File: config.mk
export PLATFORM = sky130hd
export DESIGN_NAME = f_div_normalize_flat
export DESIGN_NICKNAME = d
export VERILOG_FILES = /design/src/rtl/f_div_normalize_if.sv /design/src/rtl/f_div_normalize.sv /design/src/flat_wrapper.sv
export SDC_FILE = /design/constraint.sdc
export NUM_CORES = 1
export LEC_CHECK = 0
export CAP_MARGIN = 20
export CORE_UTILIZATION = 30
export CTS_BUF_LIST = sky130_fd_sc_hd__clkbuf_4
export CTS_CLUSTER_DIAMETER = 100
export CTS_CLUSTER_SIZE = 20
export DETAILED_ROUTE_END_ITERATION = 8
export DONT_BUFFER_PORTS = 1
export MAX_ROUTING_LAYER = met4
export PLACE_DENSITY = 0.47
export SETUP_SLACK_MARGIN = 0.2
export SLEW_MARGIN = 40
export SYNTH_ARGS = -nofsm -noshare
export SYNTH_HDL_FRONTEND = slang
export SYNTH_SLANG_ARGS = --single-unit
File: constraint.sdc
create_clock -name clk -period 1.55 [get_ports clk]
set_input_delay 0.31 -clock clk [delete_from_list [all_inputs] [get_ports clk]]
set_output_delay 0.31 -clock clk [all_outputs]
set_load 0.05 [all_outputs]
File: src/rtl/f_div_normalize_if.sv
// ============================================================================
//  Module      : f_div_normalize_if
//  Description : Handshake and data bundle between the mantissa divide stage,
//                the divider output stage and the downstream consumer.
//                master = producer of quotient fields / consumer of results,
//                slave  = the normalize/round stage itself.
//  Revision    : 1.0  initial release
// ============================================================================
`default_nettype none

interface f_div_normalize_if;
  // Upstream side: raw quotient fields plus the original operands
  logic        in_valid;
  logic        in_ready;
  logic [31:0] in0;
  logic [31:0] in1;
  logic        q_sign;
  logic [9:0]  q_exp;
  logic [25:0] q_mant;
  logic        q_sticky;

  // Downstream side: final binary32 result and {nv, dz, of, uf, nx}
  logic        out_valid;
  logic        out_ready;
  logic [31:0] out;
  logic [4:0]  out_flags;

  modport master (
    output in_valid, in0, in1, q_sign, q_exp, q_mant, q_sticky, out_ready,
    input  in_ready, out_valid, out, out_flags
  );

  modport slave (
    input  in_valid, in0, in1, q_sign, q_exp, q_mant, q_sticky, out_ready,
    output in_ready, out_valid, out, out_flags
  );
endinterface

`default_nettype wire

File: src/rtl/f_div_normalize.sv
// ============================================================================
//  Module      : f_div_normalize
//  Description : Output stage of the binary32 divider. Stage 1 classifies the
//                original operands for special cases and normalizes the raw
//                quotient; stage 2 rounds, applies overflow/underflow (FTZ)
//                and registers the final result and {nv,dz,of,uf,nx} flags.
//                Valid/ready pipeline with a global stall.
//  Config      : F_DIV_RNE_EN defined   -> round to nearest, ties to even
//                F_DIV_RNE_EN undefined -> truncation; overflow saturates to
//                                          the signed max finite value
//  Revision    : 1.0  initial release
// ============================================================================
`default_nettype none

module f_div_normalize (
  input  wire logic        clk,
  input  wire logic        rstn,
  f_div_normalize_if.slave bus
);

  localparam logic [31:0] QNAN      = 32'h7FC0_0000;
  localparam logic [7:0]  EXP_ONES  = 8'hFF;
  localparam logic [4:0]  FLAGS_NV  = 5'b10000;
  localparam logic [4:0]  FLAGS_DZ  = 5'b01000;
  localparam logic [4:0]  FLAGS_OF  = 5'b00101;
  localparam logic [4:0]  FLAGS_UF  = 5'b00011;
  localparam logic [4:0]  FLAGS_NONE = 5'b00000;
  localparam logic signed [10:0] EXP_OVF = 11'sd255;
  localparam logic signed [10:0] EXP_UNF = 11'sd0;

  // --------------------------------------------------------------------------
  // Global stall: the whole pipe freezes while a result waits downstream.
  // --------------------------------------------------------------------------
  logic stall;
  assign stall        = bus.out_valid & ~bus.out_ready;
  assign bus.in_ready = ~stall;

  // --------------------------------------------------------------------------
  // Operand classification (subnormals are treated as zero)
  // --------------------------------------------------------------------------
  logic a_zero, a_inf, a_nan;
  logic b_zero, b_inf, b_nan;
  logic op_sign;

  assign a_zero  = (bus.in0[30:23] == 8'h00);
  assign a_inf   = (bus.in0[30:23] == EXP_ONES) && (bus.in0[22:0] == 23'h0);
  assign a_nan   = (bus.in0[30:23] == EXP_ONES) && (bus.in0[22:0] != 23'h0);
  assign b_zero  = (bus.in1[30:23] == 8'h00);
  assign b_inf   = (bus.in1[30:23] == EXP_ONES) && (bus.in1[22:0] == 23'h0);
  assign b_nan   = (bus.in1[30:23] == EXP_ONES) && (bus.in1[22:0] != 23'h0);
  assign op_sign = bus.in0[31] ^ bus.in1[31];

  logic        sp_hit;
  logic [31:0] sp_res;
  logic [4:0]  sp_flags;

  // Resolve special cases in priority order; a hit bypasses the quotient path
  always_comb begin
    sp_hit   = 1'b1;
    sp_res   = 32'h0;
    sp_flags = FLAGS_NONE;
    if (a_nan | b_nan | (a_zero & b_zero) | (a_inf & b_inf)) begin
      sp_res   = QNAN;
      sp_flags = FLAGS_NV;
    end else if (b_zero & ~a_inf) begin
      // finite nonzero / zero
      sp_res   = {op_sign, EXP_ONES, 23'h0};
      sp_flags = FLAGS_DZ;
    end else if (a_inf) begin
      // inf / finite (including zero) is an exact infinity
      sp_res   = {op_sign, EXP_ONES, 23'h0};
    end else if (a_zero | b_inf) begin
      sp_res   = {op_sign, 31'h0};
    end else begin
      sp_hit   = 1'b0;
    end
  end

  // --------------------------------------------------------------------------
  // Normalization: q_mant is in [0.5,2); bring the leading one to bit 25
  // --------------------------------------------------------------------------
  logic signed [10:0] q_exp_ext;
  logic signed [10:0] n_exp;
  logic [22:0]        n_frac;
  logic               n_guard;
  logic               n_sticky;

  assign q_exp_ext = {bus.q_exp[9], bus.q_exp};

  // Select the normalized exponent, fraction, guard and sticky bits
  always_comb begin
    if (bus.q_mant[25]) begin
      n_exp    = q_exp_ext;
      n_frac   = bus.q_mant[24:2];
      n_guard  = bus.q_mant[1];
      n_sticky = bus.q_mant[0] | bus.q_sticky;
    end else begin
      n_exp    = q_exp_ext - 11'sd1;
      n_frac   = bus.q_mant[23:1];
      n_guard  = bus.q_mant[0];
      n_sticky = bus.q_sticky;
    end
  end

  // --------------------------------------------------------------------------
  // Stage 1 registers
  // --------------------------------------------------------------------------
  logic               s1_valid;
  logic               s1_special;
  logic [31:0]        s1_sp_res;
  logic [4:0]         s1_sp_flags;
  logic               s1_sign;
  logic signed [10:0] s1_exp;
  logic [22:0]        s1_frac;
  logic               s1_guard;
  logic               s1_sticky;

  // Capture the normalized quotient and special-case verdict unless stalled
  always_ff @(posedge clk or negedge rstn) begin
    if (!rstn) begin
      s1_valid    <= 1'b0;
      s1_special  <= 1'b0;
      s1_sp_res   <= 32'h0;
      s1_sp_flags <= FLAGS_NONE;
      s1_sign     <= 1'b0;
      s1_exp      <= 11'sd0;
      s1_frac     <= 23'h0;
      s1_guard    <= 1'b0;
      s1_sticky   <= 1'b0;
    end else if (!stall) begin
      s1_valid    <= bus.in_valid;
      s1_special  <= sp_hit;
      s1_sp_res   <= sp_res;
      s1_sp_flags <= sp_flags;
      s1_sign     <= bus.q_sign;
      s1_exp      <= n_exp;
      s1_frac     <= n_frac;
      s1_guard    <= n_guard;
      s1_sticky   <= n_sticky;
    end
  end

  // --------------------------------------------------------------------------
  // Rounding
  // --------------------------------------------------------------------------
  logic               rnd_inc;
  logic [23:0]        frac_sum;
  logic signed [10:0] rnd_exp;
  logic               inexact;

`ifdef F_DIV_RNE_EN
  assign rnd_inc = s1_guard & (s1_sticky | s1_frac[0]);
`else
  assign rnd_inc = 1'b0;
`endif

  // A carry out of the fraction leaves frac=0 and bumps the exponent
  assign frac_sum = {1'b0, s1_frac} + {23'h0, rnd_inc};
  assign rnd_exp  = s1_exp + $signed({10'h0, frac_sum[23]});
  assign inexact  = s1_guard | s1_sticky;

`ifdef F_DIV_RNE_EN
  localparam logic [30:0] OVF_MAG = {EXP_ONES, 23'h0};
`else
  localparam logic [30:0] OVF_MAG = {8'hFE, 23'h7FFFFF};
`endif

  logic [31:0] res_out;
  logic [4:0]  res_flags;

  // Pick special, overflow, underflow (flush to zero) or the rounded normal
  always_comb begin
    res_out   = {s1_sign, rnd_exp[7:0], frac_sum[22:0]};
    res_flags = {4'b0000, inexact};
    if (s1_special) begin
      res_out   = s1_sp_res;
      res_flags = s1_sp_flags;
    end else if (rnd_exp >= EXP_OVF) begin
      res_out   = {s1_sign, OVF_MAG};
      res_flags = FLAGS_OF;
    end else if (rnd_exp <= EXP_UNF) begin
      res_out   = {s1_sign, 31'h0};
      res_flags = FLAGS_UF;
    end
  end

  // --------------------------------------------------------------------------
  // Stage 2 (output) registers; held stable while the consumer stalls
  // --------------------------------------------------------------------------
  always_ff @(posedge clk or negedge rstn) begin
    if (!rstn) begin
      bus.out_valid <= 1'b0;
      bus.out       <= 32'h0;
      bus.out_flags <= FLAGS_NONE;
    end else if (!stall) begin
      bus.out_valid <= s1_valid;
      bus.out       <= res_out;
      bus.out_flags <= res_flags;
    end
  end

endmodule

`default_nettype wire

File: src/flat_wrapper.sv
// flat-port wrapper written by rule: the top's interface ports become plain ports
module f_div_normalize_flat 
  (clk, rstn, bus_in_valid, bus_in0, bus_in1, bus_q_sign, bus_q_exp, bus_q_mant, bus_q_sticky, bus_out_ready, bus_in_ready, bus_out_valid, bus_out, bus_out_flags);
  f_div_normalize_if bus_i ();
  input  wire logic clk;
  input  wire logic rstn;
  input wire logic [$bits(bus_i.in_valid)-1:0] bus_in_valid;
  input wire logic [$bits(bus_i.in0)-1:0] bus_in0;
  input wire logic [$bits(bus_i.in1)-1:0] bus_in1;
  input wire logic [$bits(bus_i.q_sign)-1:0] bus_q_sign;
  input wire logic [$bits(bus_i.q_exp)-1:0] bus_q_exp;
  input wire logic [$bits(bus_i.q_mant)-1:0] bus_q_mant;
  input wire logic [$bits(bus_i.q_sticky)-1:0] bus_q_sticky;
  input wire logic [$bits(bus_i.out_ready)-1:0] bus_out_ready;
  output wire logic [$bits(bus_i.in_ready)-1:0] bus_in_ready;
  output wire logic [$bits(bus_i.out_valid)-1:0] bus_out_valid;
  output wire logic [$bits(bus_i.out)-1:0] bus_out;
  output wire logic [$bits(bus_i.out_flags)-1:0] bus_out_flags;
  assign bus_i.in_valid = bus_in_valid;
  assign bus_i.in0 = bus_in0;
  assign bus_i.in1 = bus_in1;
  assign bus_i.q_sign = bus_q_sign;
  assign bus_i.q_exp = bus_q_exp;
  assign bus_i.q_mant = bus_q_mant;
  assign bus_i.q_sticky = bus_q_sticky;
  assign bus_i.out_ready = bus_out_ready;
  assign bus_in_ready = bus_i.in_ready;
  assign bus_out_valid = bus_i.out_valid;
  assign bus_out = bus_i.out;
  assign bus_out_flags = bus_i.out_flags;
  f_div_normalize u_core (.clk(clk), .rstn(rstn), .bus(bus_i));
endmodule
* After elaboration in Yosys (flattened, before gate mapping)
Index checks and enable logic that the tools add are counted.
W data, S select, Z words.
** Operators by class
- Add/sub/neg operators :: 1
- Multiply operators :: 0
- Divide/modulo/power cells :: 0
- Magnitude comparators :: 2
- Equality and inequality tests :: 2
- Shifts and indexed selects :: 0
- Multiplexer cells :: 20
- Bitwise operators :: 14
- Reductions and logical operators :: 10
** Operators by type and width (number)
- $mux W32 :: 5
- $mux W31 :: 2
- $logic_not A23 Y1 :: 2
- $reduce_bool A23 Y1 :: 2
- $mux W23 :: 1
- $eq A8 B8 Y1 const B :: 2
- $logic_not A8 Y1 :: 2
- $mux W5 :: 3
- $ge A11 B9 Y1 const B :: 1
- $le A11 B1 Y1 const B :: 1
- $mux W11 :: 1
- $sub A10 B2 Y11 const B :: 1
- $mux W1 :: 6
- $or A1 B1 Y1 :: 6
- $and A1 B1 Y1 :: 4
- $logic_and A1 B1 Y1 :: 4
- $mux W4 :: 1
- $not A1 Y1 :: 3
- $mux W2 :: 1
- $xor A1 B1 Y1 :: 1
** Storage, ports and cells
- Flip-flop bits (word level) :: 114
- Latch bits :: 0
- Bits in writable memories :: 0
- Bits in read-only memories :: 0
- Bits of input ports :: 106
- Output and inout port bits :: 39
- Logic and storage cells :: 61
- Memories kept :: 0

* Logic depth before layout (Yosys ltp)
- Depth after elaboration :: 7
- Mapped depth :: 7
- Gate-level depth less buffers :: 7

* Least setup slack after synthesis
No wires, ideal clock.
- Path type :: register to register
- Start point :: reg u_core.bus.out_valid
- End point :: reg u_core.bus.out[23]
- Library setup time :: 0.170 ns
- Arrival :: 1.809 ns
- Setup slack :: -0.429 ns
- Cell stages (with the launch flop) :: 6
- Buffers on the path :: 2
- Clock period less this slack :: 1.979 ns
- Cells stage by stage :: dfrtp_1 -> nor2b_1 -> buf_2 -> inv_1 -> buf_1 -> a31oi_1
** Between the ends
- Cells in the longest elaborated chain, start to end :: 1
** RTL lines
- from (decl) :: RTL line f_div_normalize_if.sv:35 : output in_ready, out_valid, out, out_flags
- from (signal assigned) :: RTL line f_div_normalize.sv:196 : bus.out_valid <= s1_valid;
- $and A1 B1 Y1 :: RTL line f_div_normalize.sv:35 : assign stall = bus.out_valid & ~bus.out_ready;
- to (signal assigned) :: RTL line f_div_normalize.sv:197 : bus.out <= res_out;
- to (decl) :: RTL line f_div_normalize_if.sv:35
No other way between the ends.
A chain may end at the register's enable or synchronous reset.

* Worst setup path in the final report
- Start point :: reg u_core.s1_exp[2]
- End point :: reg u_core.bus.out[24]
** Between the ends
- Cells in the longest elaborated chain, start to end :: 4
- Elaborated cells between the ends (all ways) :: 5
- Classes of those cells :: order compare: 2; mux: 3
** RTL lines
- from (decl) :: RTL line f_div_normalize.sv:113 : logic signed [10:0] s1_exp;
- from (signal assigned) :: RTL line f_div_normalize.sv:136 : s1_exp <= n_exp;
- $le A11 B1 Y1 :: RTL line f_div_normalize.sv:181 : end else if (rnd_exp <= EXP_UNF) begin
- $mux W31 :: RTL line f_div_normalize.sv:181
- $mux W31 * :: RTL line f_div_normalize.sv:178 : end else if (rnd_exp >= EXP_OVF) begin
- $mux W32 * :: RTL line f_div_normalize.sv:175 : if (s1_special) begin
Mark *: on every way between the ends. The rest lies on a longest branch, timed or not.

==> impl_metrics.sql <==
INSERT INTO impl_metrics (metric_group, metric, value, unit) VALUES
('run_status', 'outcome', 'finished with violations', ''),
('run_status', 'failed_checks', 'hold timing, setup timing', ''),
('layout', 'final_net_count', '493', ''),
('logic_synthesis', 'synth_top_family_by_area', 'compound AO/OA/AOI/OAI gates', ''),
('hold_path', 'hold_removal_path_class', 'primary input to async pin', ''),
('run', 'cap_violations', '0', ''),
('timing', 'finalClockSkew', '0.00940', 'ns'),
('logic_synthesis', 'top_area_cell_type_share_of_the_netlist_area', '54.7', '%'),
('critical_path', 'timing.critical_path.fanout_max', '20', ''),
('timing', 'final_critical_path_setup_slack', '-0.107', 'ns'),
('power', 'largest_vdd_supply_drop', '0.467', 'mV'),
('clock_tree', 'cts_tree', 'done', ''),
('clock_tree', 'clkSlewWorstSetupHoldPaths', '0.12', 'ns'),
('place', 'place.gp.congestion', '0.891', ''),
('grt', 'grt_start_max_net_pins', '82', ''),
('timing', 'max_slew_violations', '0', ''),
('route', 'wirelength', '9.57', 'mm'),
('logic_synthesis', 'synth-xor-area-share', '2.36', '%'),
('logic_synthesis', 'synth.distinct_cells', '43', ''),
('layout', 'syn2layout_area_growth', '23.1', '%'),
('floorplan', 'core_area', '0.0120', 'mm2'),
('timing', 'rsz0062_at_grt', 'true', ''),
('floorplan', 'pin_count', '145', ''),
('route', 'drt_iter0_markers', '166', ''),
('route', 'avgRoutedWirePerCell', '17.9', 'um'),
('clock_tree', 'max-clock-path-buffers', '2', ''),
('place', 'placed_cells_incl_taps', '504', ''),
('place', 'place.port_buffers', '0', ''),
('logic_synthesis', 'syn-num-nets', '451', ''),
('logic_synthesis', 'synth-seq-area-share', '54.7', '%'),
('logic_synthesis', 'synth.yosys.warnings', '0', ''),
('floorplan', 'die_area', '0.0128', 'mm2'),
('logic_synthesis', 'syn_inst', '344', ''),
('layout', 'final_core_utilization', '38.0', '%'),
('route', 'vias', '2855', ''),
('route', 'detail_route.drc_violations', '0', ''),
('logic_synthesis', 'count_of_flip_flops_with_a_built_in_enable_after_synthesis', '0', ''),
('logic_synthesis', 'mappedNetlistArea', '0.00371', 'mm2'),
('route', 'ant_nets', '0', ''),
('timing', 'final.setup.tns', '-2.53', 'ns'),
('place', 'hpwlAfterDp', '6.78', 'mm'),
('layout', 'postLayoutCellArea', '0.00456', 'mm2'),
('grt', 'first_global_vias', '2975', ''),
('critical_path', 'cell_by_cell_trace_of_the_critical_path', 'nor4_2 -> a31oi_1 -> nor3b_4 -> buf_12 -> a221o_1', ''),
('clock_tree', 'clockRootBuffer', 'sky130_fd_sc_hd__clkbuf_4', ''),
('critical_path', 'cpPeakStageDelay', '0.43', 'ns'),
('logic_synthesis', 'synth_compound_gate_area_share', '17.4', '%'),
('timing', 'slew-limit-headroom', '67.3', '%'),
('timing', 'worst_slew_pin_slew', '0.490', 'ns'),
('clock_tree', 'clock-sinks', '81', ''),
('floorplan', 'initial_core_util', '30.9', '%'),
('floorplan', 'die_w', '113', 'um'),
('clock_tree', 'post_cts_hold_buffer_count', '2', ''),
('power', 'power_density', '1340', 'mW/mm2'),
('clock_tree', 'worst_skew_pair.late_latency', '0.41', 'ns'),
('logic_synthesis', 'most_common_flop_cell_mapped_by_yosys', 'sky130_fd_sc_hd__dfrtp_1', ''),
('logic_synthesis', 'synth.largest_area_cell', 'sky130_fd_sc_hd__dfrtp_1', ''),
('critical_path', 'critPathKind', 'flip-flop to flip-flop', ''),
('route', 'via_per_inst', '5.34', ''),
('timing', 'period_share', '107', '%'),
('critical_path', 'critical_path.slowest_cell', 'sky130_fd_sc_hd__dfrtp_1', ''),
('timing', 'final_hold_violation_count', '81', ''),
('timing', 'number_of_failing_setup_endpoints_in_the_final_timing_report', '29', ''),
('timing', 'final_hold_slack', '-0.422', 'ns'),
('place', 'placedInstanceArea', '0.00415', 'mm2'),
('logic_synthesis', 'muxShareOfSynthArea', '7.06', '%'),
('grt', 'grt_antenna_before_repair', '0', ''),
('critical_path', 'cp_required', '1.85', 'ns'),
('grt', 'grt_overflow_total', '0', ''),
('route', 'dr.pass1.iters', '4', ''),
('layout', 'finalNonFillerCells', '535', '');
[repair_timing]
item,4_1_cts,5_1_grt
pin swaps,4,6
gates resized for setup,48,11
cloned,0,2
setup endpoints to repair,76,55
buffers inserted,6,8
hold endpoints to repair,83,81
[through the flow]
step | setup WS (ns) | power [uW]
2_1_floorplan | 0.00154 | 4450
4_1_cts | -0.0857 | 6080
3_3_place_gp | -0.0886 | 4850
5_1_grt | -0.185 | 6470
6_report | -0.107 | 6120
3_5_place_dp | -0.123 | 4880
[power breakdown]
part / switching [uW] / internal [uW] / total (uW)
clock network: 658 / 335 / 993
logic: 820 / 786 / 1610
registers: 973 / 2550 / 3520
[Yosys cell counts, types with 2 or more instances]
cell type / instances
sky130_fd_sc_hd__dfrtp_1: 81
sky130_fd_sc_hd__nand2_1: 51
sky130_fd_sc_hd__o21ai_0: 36
sky130_fd_sc_hd__a221o_1: 29
sky130_fd_sc_hd__mux2i_1: 25
sky130_fd_sc_hd__nor4_1: 14
sky130_fd_sc_hd__clkbuf_1: 13
sky130_fd_sc_hd__nor2_1: 10
sky130_fd_sc_hd__buf_2: 9
sky130_fd_sc_hd__nand4_1: 8
sky130_fd_sc_hd__xnor2_1: 6
sky130_fd_sc_hd__a21oi_1: 5
sky130_fd_sc_hd__inv_1: 5
sky130_fd_sc_hd__nor3_1: 5
sky130_fd_sc_hd__or4_1: 5
sky130_fd_sc_hd__xor2_1: 4
sky130_fd_sc_hd__a21o_1: 3
sky130_fd_sc_hd__a31oi_1: 3
sky130_fd_sc_hd__nand2b_1: 3
sky130_fd_sc_hd__nor2b_1: 3
sky130_fd_sc_hd__nand3_1: 2
sky130_fd_sc_hd__o21ai_1: 2
sky130_fd_sc_hd__o31ai_1: 2
[path summary, 6_finish.rpt]
path	from	end	slack, ns	cells past startpoint
worst min-delay path	rstn	u_core.bus.out[9]$_DFFE_PN0N_	-0.42	0
min in group clk	bus_q_sticky	u_core.s1_sticky$_DFFE_PN0N_	0.07	2
worst max register to register	u_core.s1_exp[2]$_DFFE_PN0N_	u_core.bus.out[24]$_DFFE_PN0N_	-0.11	5
worst max-delay path	u_core.s1_exp[2]$_DFFE_PN0N_	u_core.bus.out[24]$_DFFE_PN0N_	-0.11	5
worst min register to register	u_core.s1_valid$_DFFE_PN0N_	u_core.s1_valid$_DFFE_PN0N_	0.47	2
max in group asynchronous	rstn	u_core.bus.out[23]$_DFFE_PN0N_	1.84	0
[placed cells by master, fill, tap and decap left out, drive strengths merged, types with 2 or more instances in the layout]
master	count
buf	51
inv	6
a31oi	3
nand2b	3
xnor2	6
nor2	11
o31ai	2
nand4	8
nor4	14
clkbuf	11
nor3b	2
o21ai	39
a21o	3
nor3	6
clkinv	2
mux2i	25
a21oi	6
dlygate4sd3	2
nand2	51
xor2	4
nand3	2
or4	6
dfrtp	81
nor2b	3
a221o	29
[cells by family after synthesis]
| group | count (synthesis) |
|---|---|
| AOI/OAI and AO/OA | 89 |
| xor gates and xnor gates | 10 |
| adders and majority gates | 1 |
| buffers and inverters | 28 |
| DFF | 81 |
| muxes | 26 |
| and+or+nand+nor | 109 |
[worst max-delay path: cells and delay by family (launching register included)]
kind	cells	cell delay, ns
buffers and inverters	1	0.16
flip-flops	1	0.43
AO/OA/AOI/OAI	2	0.46
AND/OR/NAND/NOR	2	0.50
[layer usage]
| layer | vias up | global-route usage [%] | share of wire [%] | wire length (um) |
|---|---|---|---|---|
| met5 | - | - | 0 | 0 |
| met4 | 0 | 8.51 | 3.5 | 333 |
| met3 | 14 | 4.77 | 6.4 | 616 |
| met2 | 103 | 26.1 | 49 | 4700 |
| met1 | 1364 | 17.1 | 41 | 3920 |
| li1 | 1374 | - | - | - |
[state kept, by name, summed over array words and instances, names as in the netlist]
| name | cells |
|---|---|
| u_core.bus.out | 32 |
| u_core.s1_frac | 23 |
| u_core.s1_exp | 11 |
| u_core.bus.out_flags | 5 |
| u_core.s1_sp_res | 3 |
| u_core.bus.out_valid | 1 |
| u_core.s1_guard | 1 |
| u_core.s1_sign | 1 |
| u_core.s1_sp_flags | 1 |
| u_core.s1_special | 1 |
| u_core.s1_sticky | 1 |
| u_core.s1_valid | 1 |
[area by class of cell]
type / count / area, um2
fill: 1199 / 7450
inverter: 5 / 31.3
timing repair inverter: 1 / 8.76
clock inverter: 2 / 8.76
tap: 147 / 184
clock buffer: 11 / 82.6
sequential: 81 / 2050
multi-input combinational: 235 / 1660
timing repair buffer: 53 / 532
(Power assumes the default switching activity.)
